File: src/rtl/disp_pkg.sv
// disp_pkg
// Shared types and default timing for the display counter stage.
//   CNT_W            width of every counter output
//   DEF_*            default 640x480 panel timing (pixels / lines)
//   DEF_H_TOTAL      full line length in pixels
//   DEF_V_TOTAL      full frame length in lines
//   vstate_t         vertical phase of the frame
package disp_pkg;

  localparam int CNT_W = 10;

  localparam int DEF_H_ACTIVE = 640;
  localparam int DEF_H_FP     = 16;
  localparam int DEF_H_SYNC   = 96;
  localparam int DEF_H_BP     = 48;
  localparam int DEF_V_ACTIVE = 480;
  localparam int DEF_V_FP     = 10;
  localparam int DEF_V_SYNC   = 2;
  localparam int DEF_V_BP     = 33;

  localparam int DEF_H_TOTAL = DEF_H_ACTIVE + DEF_H_FP + DEF_H_SYNC + DEF_H_BP;
  localparam int DEF_V_TOTAL = DEF_V_ACTIVE + DEF_V_FP + DEF_V_SYNC + DEF_V_BP;

  typedef enum logic [1:0] {
    V_ACT   = 2'd0,
    V_FRONT = 2'd1,
    V_SYN   = 2'd2,
    V_BACK  = 2'd3
  } vstate_t;

endpackage

File: src/rtl/disp_mod_counter.sv
// disp_mod_counter
// Wrap-limit up counter: counts 0..LIMIT-1 and wraps to 0, pulsing wrap for
// one cycle on the wrapping edge. A clear request beats an increment and
// never produces a wrap pulse.
// Ports:
//   clock  rising-edge clock
//   reset  asynchronous active-low reset
//   inc    step the count by one
//   clr    force the count to zero
//   count  current count
//   wrap   one-cycle pulse on the LIMIT-1 -> 0 transition
module disp_mod_counter #(
  parameter int WIDTH = 10,
  parameter int LIMIT = 800
) (
  input  logic             clock,
  input  logic             reset,
  input  logic             inc,
  input  logic             clr,
  output logic [WIDTH-1:0] count,
  output logic             wrap
);

  localparam logic [WIDTH-1:0] LAST = WIDTH'(LIMIT - 1);

  always_ff @(posedge clock or negedge reset) begin
    if (!reset) begin
      count <= '0;
      wrap  <= 1'b0;
    end else begin
      wrap <= 1'b0;
      if (clr) begin
        count <= '0;
      end else if (inc) begin
        if (count == LAST) begin
          count <= '0;
          wrap  <= 1'b1;
        end else begin
          count <= count + 1'b1;
        end
      end
    end
  end

endmodule

File: src/rtl/display_timing_counters.sv
// display_timing_counters
// Pixel, line, vertical-blank and two buffer-address counters stepped by the
// display controller's strobes, plus a vertical-phase FSM and the panel syncs.
// Configuration macro: DISP_SYNC_OUT_EN
//   defined   -> registered hsync_n / vsync_n generated from counters and FSM
//   undefined -> hsync_n / vsync_n tied high, hsync comparator not built
// Ports:
//   clock, reset (async, active-low)
//   IncPx/ResetPx, IncLine/ResetLine, SyncVB,
//   IncAddr0/ResetAddr0, IncAddr1/ResetAddr1   controller strobes
//   Pxout, Lineout, VBout, AIPout, AILout        counter values
//   line_done, frame_done, addr0_wrap, addr1_wrap one-cycle wrap pulses
//   hsync_n, vsync_n                             active-low panel syncs
//   vblank                                       high outside visible lines
module display_timing_counters
  import disp_pkg::*;
#(
  parameter int H_ACTIVE = DEF_H_ACTIVE,
  parameter int H_FP     = DEF_H_FP,
  parameter int H_SYNC   = DEF_H_SYNC,
  parameter int H_BP     = DEF_H_BP,
  parameter int V_ACTIVE = DEF_V_ACTIVE,
  parameter int V_FP     = DEF_V_FP,
  parameter int V_SYNC   = DEF_V_SYNC,
  parameter int V_BP     = DEF_V_BP
) (
  input  logic             clock,
  input  logic             reset,
  input  logic             IncPx,
  input  logic             ResetPx,
  input  logic             IncLine,
  input  logic             ResetLine,
  input  logic             SyncVB,
  input  logic             IncAddr0,
  input  logic             ResetAddr0,
  input  logic             IncAddr1,
  input  logic             ResetAddr1,
  output logic [CNT_W-1:0] Pxout,
  output logic [CNT_W-1:0] Lineout,
  output logic [CNT_W-1:0] VBout,
  output logic [CNT_W-1:0] AIPout,
  output logic [CNT_W-1:0] AILout,
  output logic             line_done,
  output logic             frame_done,
  output logic             addr0_wrap,
  output logic             addr1_wrap,
  output logic             hsync_n,
  output logic             vsync_n,
  output logic             vblank
);

  localparam int H_TOTAL = H_ACTIVE + H_FP + H_SYNC + H_BP;
  localparam int V_TOTAL = V_ACTIVE + V_FP + V_SYNC + V_BP;

  localparam logic [CNT_W-1:0] V_LAST      = CNT_W'(V_TOTAL - 1);
  localparam logic [CNT_W-1:0] V_FRONT_AT  = CNT_W'(V_ACTIVE);
  localparam logic [CNT_W-1:0] V_SYN_AT    = CNT_W'(V_ACTIVE + V_FP);
  localparam logic [CNT_W-1:0] V_BACK_AT   = CNT_W'(V_ACTIVE + V_FP + V_SYNC);
  localparam logic [CNT_W-1:0] VB_MAX      = CNT_W'(V_TOTAL - V_ACTIVE);

  vstate_t          state;
  vstate_t          state_next;
  logic [CNT_W-1:0] line_next;

  disp_mod_counter #(.WIDTH(CNT_W), .LIMIT(H_TOTAL)) u_px (
    .clock (clock), .reset (reset), .inc (IncPx), .clr (ResetPx),
    .count (Pxout), .wrap (line_done)
  );

  disp_mod_counter #(.WIDTH(CNT_W), .LIMIT(V_TOTAL)) u_line (
    .clock (clock), .reset (reset), .inc (IncLine), .clr (ResetLine),
    .count (Lineout), .wrap (frame_done)
  );

  disp_mod_counter #(.WIDTH(CNT_W), .LIMIT(H_ACTIVE)) u_addr0 (
    .clock (clock), .reset (reset), .inc (IncAddr0), .clr (ResetAddr0),
    .count (AIPout), .wrap (addr0_wrap)
  );

  disp_mod_counter #(.WIDTH(CNT_W), .LIMIT(H_ACTIVE)) u_addr1 (
    .clock (clock), .reset (reset), .inc (IncAddr1), .clr (ResetAddr1),
    .count (AILout), .wrap (addr1_wrap)
  );

  // The FSM looks at the line value the counter is about to take, so this
  // mirrors the line counter's reset-over-inc and wrap behaviour.
  always_comb begin
    line_next = Lineout;
    if (ResetLine) begin
      line_next = '0;
    end else if (IncLine) begin
      line_next = (Lineout == V_LAST) ? '0 : Lineout + 1'b1;
    end
  end

  always_ff @(posedge clock or negedge reset) begin
    if (!reset) begin
      state <= V_ACT;
    end else begin
      state <= state_next;
    end
  end

  // ResetLine beats SyncVB; otherwise phases only advance on a line step.
  always_comb begin
    state_next = state;
    if (ResetLine) begin
      state_next = V_ACT;
    end else if (SyncVB) begin
      state_next = V_FRONT;
    end else if (IncLine) begin
      case (state)
        V_ACT:   if (line_next == V_FRONT_AT) state_next = V_FRONT;
        V_FRONT: if (line_next == V_SYN_AT)   state_next = V_SYN;
        V_SYN:   if (line_next == V_BACK_AT)  state_next = V_BACK;
        V_BACK:  if (line_next == '0)         state_next = V_ACT;
        default: state_next = V_ACT;
      endcase
    end
  end

  assign vblank = (state != V_ACT);

  // Lines spent in blanking; holds at its maximum rather than wrapping.
  always_ff @(posedge clock or negedge reset) begin
    if (!reset) begin
      VBout <= '0;
    end else if (SyncVB) begin
      VBout <= '0;
    end else if (IncLine && vblank && (VBout != VB_MAX)) begin
      VBout <= VBout + 1'b1;
    end
  end

`ifdef DISP_SYNC_OUT_EN
  localparam logic [CNT_W-1:0] HS_START = CNT_W'(H_ACTIVE + H_FP);
  localparam logic [CNT_W-1:0] HS_END   = CNT_W'(H_ACTIVE + H_FP + H_SYNC);

  // Syncs are sampled from the already-updated counter/state registers, so
  // they trail Pxout and the vertical phase by one clock.
  always_ff @(posedge clock or negedge reset) begin
    if (!reset) begin
      hsync_n <= 1'b1;
      vsync_n <= 1'b1;
    end else begin
      hsync_n <= !((Pxout >= HS_START) && (Pxout < HS_END));
      vsync_n <= (state != V_SYN);
    end
  end
`else
  assign hsync_n = 1'b1;
  assign vsync_n = 1'b1;
`endif

endmodule

File: config.mk
export PLATFORM = sky130hd
export DESIGN_NAME = display_timing_counters
export DESIGN_NICKNAME = d
export VERILOG_FILES = /design/src/rtl/disp_pkg.sv /design/src/rtl/disp_mod_counter.sv /design/src/rtl/display_timing_counters.sv
export SDC_FILE = /design/constraint.sdc
export NUM_CORES = 1
export LEC_CHECK = 0
export ABC_AREA = 1
export BUFFER_PORTS_ARGS = -buffer_cell sky130_fd_sc_hd__buf_2
export CORE_MARGIN = 4
export CORE_UTILIZATION = 40
export DETAILED_ROUTE_END_ITERATION = 12
export PLACE_DENSITY = 0.62
export SETUP_SLACK_MARGIN = 0.4
export SYNTH_ARGS = -nofsm -noshare
export SYNTH_HDL_FRONTEND = slang
export SYNTH_HIERARCHICAL = 1
export SYNTH_SLANG_ARGS = --single-unit
File: constraint.sdc
create_clock -name clock -period 1.9 [get_ports clock]
set_input_delay 0.19 -clock clock [delete_from_list [all_inputs] [get_ports clock]]
set_output_delay 0.19 -clock clock [all_outputs]
set_load 0.05 [all_outputs]
# Yosys cells after proc, flatten, opt, wreduce, memory -nomap -nowiden
# Cells that the tools add are included.
# Widths: inputs -> output; s select.
# word_totals
reg_bits	56
latchBits	0
ramBits	0
romBits	0
output_inout_bits	57
word_cells	75
mem_count	0
# classes
n_addsub	5
mul	0
div	0
order_cmp	0
n_eq_ne	15
shift	0
muxes	34
bitwise	0
reduce_logical	11
# ops
cell	n
$mux 10	14
$add 10x1->10 const B	5
$eq 10x10->1 const B	4
$eq 10x9->1 const B	3
$ne 4x4->1 const B	4
$mux 2	7
$mux 1	12
$logic_not 10->1	1
$ne 10x6->1 const B	1
$reduce_bool 2->1	5
$pmux 2 s4	1
$reduce_and 5->1	1
$eq 2x2->1 const B	2
$reduce_bool 3->1	1
$eq 2x1->1 const B	1
$logic_and 1x1->1	2
$logic_not 2->1	1

# Logic depth before layout (Yosys ltp)
# Gate-level depths: netlist (run 1).
# logic_depth
ltp_word	10
depth_mapped	15
ltp_nobuf	15

# Modules after synthesis
# The synthesis (run 1) kept the hierarchy.
# modules_own_cells
module	instances	cells_each	area_each_um2
disp_mod_counter (u_addr0 ...)	2	83	633.1
display_timing_counters	1	195	1238.7
disp_mod_counter (u_line)	1	82	679.4
disp_mod_counter (u_px)	1	76	635.6

# Worst setup path after synthesis (run 1)
# No wires, ideal clock.
# synth_path
path_kind	register -> register
start	reg u_line.count[0]
end	reg state[0]
setup_ps	117
arrival_time_ps	1968
t_required_ps	1783
path_slack_ps	-185
path_stages_with_launch	13
n_path_buf	0
synth_period_minus_slack_ps	2085
path_cell_list	dfrtp_1 inv_1 ha_1 o21ai_1 nand2_1 nor2_1 nand2_1 nand3_1 nand3_1 nor2_4 nand3_2 nand3_1 nand2_1
# synth_via
elab_chain_len	7
elab_cells_between_ends	14
classes_between	add/sub (1); eq/ne (8); mux (3); reduce/logical (2)
# synth_rtl
item	line	source
from (decl)	disp_mod_counter.sv:20	output logic [WIDTH-1:0] count,
from (signal assigned)	disp_mod_counter.sv:39	count <= count + 1'b1;
$add 10x1->10 or $eq 10x10->1 (tied branches)	display_timing_counters.sv:92	line_next = (Lineout == V_LAST) ? '0 : Lineout + 1'b1;
$mux 10	display_timing_counters.sv:92	
$mux 10 (*)	display_timing_counters.sv:91	end else if (IncLine) begin
$mux 10 (*)	--	
$eq 10x9->1, or another cell as far along	display_timing_counters.sv:115	V_SYN: if (line_next == V_BACK_AT) state_next = V_BACK;
$ne 4x4->1 (no line)	--	
$reduce_and 5->1 (no line) (*)	--	
to (signal assigned)	display_timing_counters.sv:100	state <= state_next;
to (decl)	display_timing_counters.sv:61	vstate_t state;
# Every way passes the cells marked *; elsewhere a longest branch is shown, timed or not.
# A chain may end at the register's enable or synchronous reset.

# Final worst setup path (run 1)
# layout_path
start	reg u_line.count[0]
end	reg state[1]
# Same word-level chain as after synthesis.

==> metrics.yaml, run 1 <==
instances_no_fill: 738
endpoint_kind: "flip-flop"
core_sq_mm: 0.00928
ir_drop_mv: 0.373
drv_cap: 0
place_congestion: 0.845
ys_types: 39
ant_nets: 0
arrival_ns: 1.97
nFillCells: 938
cts_made_buffers: 5
p_leak_nw: 2.30
synthCells: 519
track_usage_pct: 15.9
p_per_area_mw_per_mm2: 538
max_freq_ghz: 0.564
final_common_cell: "nand2_1"
crit_start: "u_line/count[0]"
final_core_util_pct: 51.9
dr_total_vias: 3567
die_height_um: 106
placed_area_sq_mm: 0.00442
avgRoutedWirePerCell_um: 11.9
yosysWarningCount: 6
hold_ws_ns: 0.0921
reg2reg_from: "u_line/count[0]"
drc: 0
place_ws_ns: 0.0965
clock_latency_ns: 0.30
clkTransAtPathRegs_ns: 0.10
drtPass1Iterations: 4
die_w_um: 106
async_flop_share_pct: 100
viasPerCell: 4.83
critical_path.max_fanout: 5
skew_ns: 0.00921
antenna_cells: 0
die_area_sq_mm: 0.0112
num_rows: 35
min_path_cells: 2
worstSetupPathType: "flip-flop to flip-flop"
routed_wl_mm: 8.77
hold_path_class: "input pin to flip-flop"
reg2reg_depth: 11
area_growth_pct: 26.1
dp_cells: 708
seq_area_frac_synth_pct: 36.7
cts_tree: "built"
setup_ws_ns: 0.128
ys.flop_type: "dfrtp_1"
ys_ff_latch: 56
grt_pass1_vias: 3463
hold_violations: 0
status: "finished, final reports clean"
finish.instance_area_sq_mm: 0.00482
num_io_pins: 68
initial_core_util_pct: 41.1
start_kind: "flip-flop"
final_layout_size_suffix_gt1_share_pct: 33.2
grt_pass1_wl_mm: 15.3
min_to: "u_addr0/wrap"
htreeDepth: 2
cts_buffer_depth: 2
grt_max_degree: 57
hp-start: "ResetAddr0"
mostFrequentLayoutCells: "nand2_1 (107), inv_1 (69), buf_2 (64)"
setup_violations: 0
tns_ns: 0
synth_edf_count: 0
r2r-end: "state[1]"
fin_total_pwr_mw: 2.59
slew_viol_final: 0
syn_avg_cell_area_sq_um: 7.36
antenna_found_initial: 0
drt_iter0_markers: 73
clock-root-buffer: "clkbuf_8"
hpwl_mm: 6.47
io_buffers: 65
crit_required_ns: 2.10
fin_crit_sh_pct: 93.3
synth_area_sq_mm: 0.00382
rrSetupSlack_ns: 0.13
rsz0062_at_grt: "true"
fin_crit_ns: 1.77
finalNetCount: 632
gr-total-overflow: 0
clock_sinks: 56
[cells by family after synthesis]
family | after synthesis | share of synthesized area [%]
simple gates | 292 | 38.2
buf+inv | 90 | 9.33
flops | 56 | 36.7
compound gates | 47 | 6.85
xor+xnor | 19 | 4.36
fa+ha+maj | 13 | 4.26
other cells | 1 | 0.0982
mux | 1 | 0.262
[state kept, by name (all words and copies together) (netlist names)]
| signal | cells |
|---|---|
| VBout | 10 |
| u_addr0/count | 10 |
| u_addr1/count | 10 |
| u_line/count | 10 |
| u_px/count | 10 |
| state | 2 |
| u_addr0/wrap | 1 |
| u_addr1/wrap | 1 |
| u_line/wrap | 1 |
| u_px/wrap | 1 |
[metal layers]
layer | GRT usage, % | share of wire (%) | vias up
met4 | 2.50 | 0.40 | 0
li1 | - | - | 1830
met5 | 0 | 0 | -
met3 | 1.90 | 3.3 | 2
met1 | 21.2 | 48 | 1682
met2 | 28.2 | 48 | 53
[critical path: stages (launching register included)]
cell	delay, ns
dfrtp_4	0.54
inv_4	0.08
ha_4	0.20
o21ai_2	0.12
nand3_1	0.09
nand3b_1	0.18
nand2_1	0.09
inv_2	0.04
nor2_4	0.09
nand3_2	0.09
nand3_1	0.08
nand2_1	0.06
[where the power goes]
part           switching, mW  internal (mW)  leakage [nW]
registers             0.0435           1.23         0.741
logic                  0.349          0.191          1.51
clock network          0.390          0.392        0.0552
[cell usage after synthesis (2+ instances only)]
library cell	n	area share [%]
a21oi_1	18	2.4
a21oi_2	3	0.69
and2_1	2	0.33
buf_2	3	0.39
buf_4	2	0.39
dfrtp_1	56	37
ha_1	13	4.3
inv_1	75	7.4
inv_2	8	0.79
nand2_1	109	11
nand2_2	12	2.0
nand2_4	2	0.59
nand3_1	44	5.8
nand3_2	6	1.6
nand3b_1	3	0.59
nand4_1	16	2.6
nor2_1	56	5.5
nor2_2	8	1.3
nor2_4	13	3.8
nor3_1	14	1.8
nor4_1	3	0.49
o21ai_0	16	2.1
o21ai_1	4	0.52
xnor2_1	6	1.4
xor2_1	13	3.0
[cell type report]
| class | count | area, sq um | share of cell area [%] |
|---|---|---|---|
| clock buffers | 6 | 72.6 | 1.51 |
| clock inverters | 2 | 35.0 | 0.727 |
| inverters | 83 | 325 | 6.75 |
| multi-input cells | 374 | 2240 | 46.5 |
| flip-flops and latches | 56 | 1430 | 29.7 |
| well taps | 129 | 161 | 3.35 |
| repair buffers | 88 | 551 | 11.4 |
[worst max-delay path by stage]
stage | to | slack [ns] | cells after the start
4_1_cts | state[1] | 0.14 | 12
5_1_grt | state[1] | -0.02 | 14
3_5_place_dp | state[0] | 0.1 | 11
6_report | state[1] | 0.13 | 11
3_3_place_gp | state[0] | 0.19 | 11
2_1_floorplan | state[0] | 0.15 | 13
[repair_timing]
item,4_1_cts,5_1_grt
setup endpoints to repair,14,27
hold buffers,1,0
pin swaps,5,8
buffers inserted,15,6
resized for setup,6,27
endpoints found under the hold margin,56,0
No activity file was read; power rests on OpenSTA's default activity.
==> run 2, diff against run 1 <==
- ABC_AREA: 1 -> unset
- CORE_UTILIZATION: 40 -> 39
==> metrics.yaml, run 2 <==
reg2reg_depth: 7  # was 11
reg2reg_from: "u_line/count[0]"  # unchanged
synthMostInstantiatedCell: "dfrtp_1"  # was nand2_1
clock_latency_ns: 0.30  # about the same
finalNetCount: 491  # was 632
die_w_um: 102  # was 106 um
synth.area.top_cells: "dfrtp_1 (40%), xor2_1 (5.0%), ha_1 (4.7%)"  # was dfrtp_1 (37%), nand2_1 (11%), inv_1 (7.4%)
skew_ns: 0.00955  # was 0.00921 ns
start_kind: "flip-flop"  # unchanged
worstMarginPinSlew_ns: 0.484
rsz0062_at_grt: "true"  # unchanged
r2r-end: "state[0]"  # was state[1]
clock_sinks: 56  # unchanged
final_common_cell: "buf_2"  # was nand2_1
hold_path_class: "input pin to flip-flop"  # unchanged
violations: "setup timing"
place_congestion: 0.817  # was 0.845
cpPeakStageDelay_ns: 0.53  # was 0.54 ns
dr_total_vias: 3146  # was 3567
drv_cap: 0  # unchanged
max_freq_ghz: 0.363  # was 0.564 GHz
min_path_cells: 2  # unchanged
synthCells: 357  # was 519
drt_iter0_markers: 51  # was 73
p_leak_nw: 2.02  # was 2.30 nW
ys.flop_type: "dfrtp_1"  # unchanged
yosys.area.top_type_share_pct: 40.3  # was 36.7%
num_rows: 34  # was 35
hp-start: "ResetPx"  # was ResetAddr0
htreeDepth: 2  # unchanged
ir_drop_mv: 0.366  # was 0.373 mV
drc: 0  # unchanged
track_usage_pct: 16.8  # was 15.9%
crit_top_cell: "or4_4"
hpwl_mm: 6.14  # was 6.47 mm
final_layout_size_suffix_gt1_share_pct: 48.3  # was 33.2%
p_per_area_mw_per_mm2: 480  # was 538 mW/mm^2
rrSetupSlack_ns: -0.86  # was 0.13 ns
die_area_sq_mm: 0.0105  # was 0.0112 sq mm
placed_area_sq_mm: 0.00435  # was 0.00442 sq mm
antenna_cells: 0  # unchanged
io_buffers: 65  # unchanged
core_sq_mm: 0.00868  # was 0.00928 sq mm
critical-path-top-delay-family: "simple AND/OR/NAND/NOR gates"  # unchanged
clock-root-buffer: "clkbuf_8"  # unchanged
synth_common_cells: "dfrtp_1 (56), nand2_1 (28), nor2_1 (26), inv_1 (25)"  # was nand2_1 (109), inv_1 (75), dfrtp_1 (56), nor2_1 (56), nand3_1 (44)
grt_pass1_vias: 3111  # was 3463
cts_made_buffers: 5  # unchanged
arrival_ns: 2.98  # was 1.97 ns
die_height_um: 102  # was 106 um
drtPass1Iterations: 4  # unchanged
worst-path-buf-inv: 1  # was 2
grt_max_degree: 57  # unchanged
crit_required_ns: 2.13  # was 2.10 ns
synth_area_leader_cell: "dfrtp_1"  # unchanged
endpoint_kind: "flip-flop"  # unchanged
hold_violations: 0  # unchanged
fin_total_pwr_mw: 2.29  # was 2.59 mW
critPathSlowestCell: "dfrtp_4"  # unchanged
worstSetupPathType: "flip-flop to flip-flop"  # unchanged
fin_crit_ns: 2.76  # was 1.77 ns
avgRoutedWirePerCell_um: 15.1  # was 11.9 um
num_io_pins: 68  # unchanged
ys_types: 59  # was 39
gr-total-overflow: 0  # unchanged
syn_avg_cell_area_sq_um: 9.74  # was 7.36 sq um
grt_pass1_wl_mm: 14.4  # was 15.3 mm
synth_edf_count: 0  # unchanged
status: "complete, but fails checks"  # was finished, final reports clean
ant_nets: 0  # unchanged
antenna_found_initial: 0  # unchanged
finish.instance_area_sq_mm: 0.00477  # was 0.00482 sq mm
cts_buffer_depth: 2  # unchanged
min_to: "u_px/count[0]"  # was u_addr0/wrap
cts_tree: "built"  # unchanged
seq_area_frac_synth_pct: 40.3  # was 36.7%
fin_crit_sh_pct: 145  # was 93.3%
setup_ws_ns: -0.857  # was 0.128 ns
slew_headroom_pct: 67.3
slew_viol_final: 0  # unchanged
area_growth_pct: 37.2  # was 26.1%
yosysWarningCount: 6  # unchanged
synth_area_sq_mm: 0.00348  # was 0.00382 sq mm
path_cells: "inv_4 -> ha_4 -> or4_4 -> o32a_1 -> or4_4 -> or4_4 -> a31oi_2"  # was inv_4 -> ha_4 -> o21ai_2 -> nand3_1 -> nand3b_1 -> nand2_1 -> inv_2 -> nor2_4 -> nand3_2 -> nand3_1 -> nand2_1
initial_core_util_pct: 40.1  # was 41.1%
ys_ff_latch: 56  # unchanged
mostFrequentLayoutCells: "buf_2 (64), buf_4 (39), dfrtp_2 (33)"  # was nand2_1 (107), inv_1 (69), buf_2 (64)
async_flop_share_pct: 100  # unchanged
viasPerCell: 5.46  # was 4.83
critical_path.max_fanout: 4  # was 5
clkTransAtPathRegs_ns: 0.10  # about the same
routed_wl_mm: 8.70  # was 8.77 mm
setup_violations: 3  # was 0
-- run 2: changes by cell type after synthesis, moves of 6 or more --
cell	change
or4_1	+6
o31ai_1	+9
nand3_1	-33
inv_1	-50
or3_1	+9
nand2_1	-81
nand3_2	-6
nor2_1	-30
nor2_2	-8
xor2_1	+7
nor2_4	-13
nand4_1	-7
inv_2	-8
nand2_2	-12
-- run 2: report_power, final --
group	switching, mW	total [mW]	internal (mW)	leakage, nW
registers	0.0300	1.24	1.21	0.720
logic	0.252	0.410	0.158	1.26
clock network	0.376	0.637	0.261	0.0422
total	0.659	2.29	1.63	2.02
-- run 2: layout make-up --
| type | instances | area, sq um |
|---|---|---|
| Inverter | 25 | 96.3 |
| Multi-Input combinational cell | 266 | 2260 |
| Fill cell | 807 | 3910 |
| Sequential cell | 56 | 1450 |
| Tap cell | 108 | 135 |
| Clock inverter | 1 | 5.00 |
| Clock buffer | 7 | 76.3 |
| Timing Repair Buffer | 113 | 746 |
-- run 2: per-layer routing --
layer  vias to the layer above  GRT usage [%]  wire length [um]
met5                         -              0                 0
met2                        47           28.4              4320
li1                       1539              -                 -
met3                         4           2.46               312
met4                         0           4.34                78
met1                      1556           22.5              3990
-- run 2: kinds of logic (layout without fill, tap and decap cells) --
logic type | count (synthesis) | in the layout | share of synthesized area (%)
AO/OA/AOI/OAI | 82 | 82 | 18.6
adder cells (fa/ha/maj) | 13 | 13 | 4.68
buffers and inverters | 36 | 146 | 4.71
multiplexers | 4 | 4 | 1.19
XOR/XNOR | 27 | 27 | 6.80
AND/OR/NAND/NOR | 138 | 138 | 23.6
other | 1 | 2 | 0.108
flip-flops | 56 | 56 | 40.3
-- run 2: how the worst max path moves through the flow --
stage,from,to,depth (start not counted)
2_1_floorplan,u_line/count[1],state[0],7
4_1_cts,u_line/count[0],state[0],7
5_1_grt,u_line/count[0],state[0],7
3_5_place_dp,u_line/count[0],state[0],7
3_3_place_gp,u_line/count[0],state[0],7
6_report,u_line/count[0],state[0],7
-- run 2: through the flow --
stage	cells	hold WS, ns	utilization (%)	setup slack (ns)	setup TNS, ns
detailed placement	552	0.219	50.1	-0.813	-1.68
finish	576	0.165	55.0	-0.857	-1.52
global route	576	0.162	55.0	-0.945	-2.07
CTS	575	0.151	54.1	-0.834	-1.52
floorplan	358	-0.106	-	-0.849	-1.69
global placement	552	0.222	50.1	-0.730	-1.55
-- run 2: what timing repair did --
item / 4_1_cts / 5_1_grt
pin swaps: 16 / 5
gates resized for setup: 33 / 12
endpoints found under the setup margin: 42 / 46
hold buffers: 1 / 0
gates cloned: 0 / 0
hold endpoints to repair: 56 / 0
buffers inserted: 14 / 1
-- run 2: worst register-to-register path, delay by kind of cell, from the launching register on --
kind / cells / cell delay [ns]
AO/OA/AOI/OAI: 2 / 0.47
adder cells (fa/ha/maj): 1 / 0.19
buffers and inverters: 1 / 0.08
flip-flops: 1 / 0.53
AND/OR/NAND/NOR: 3 / 1.42
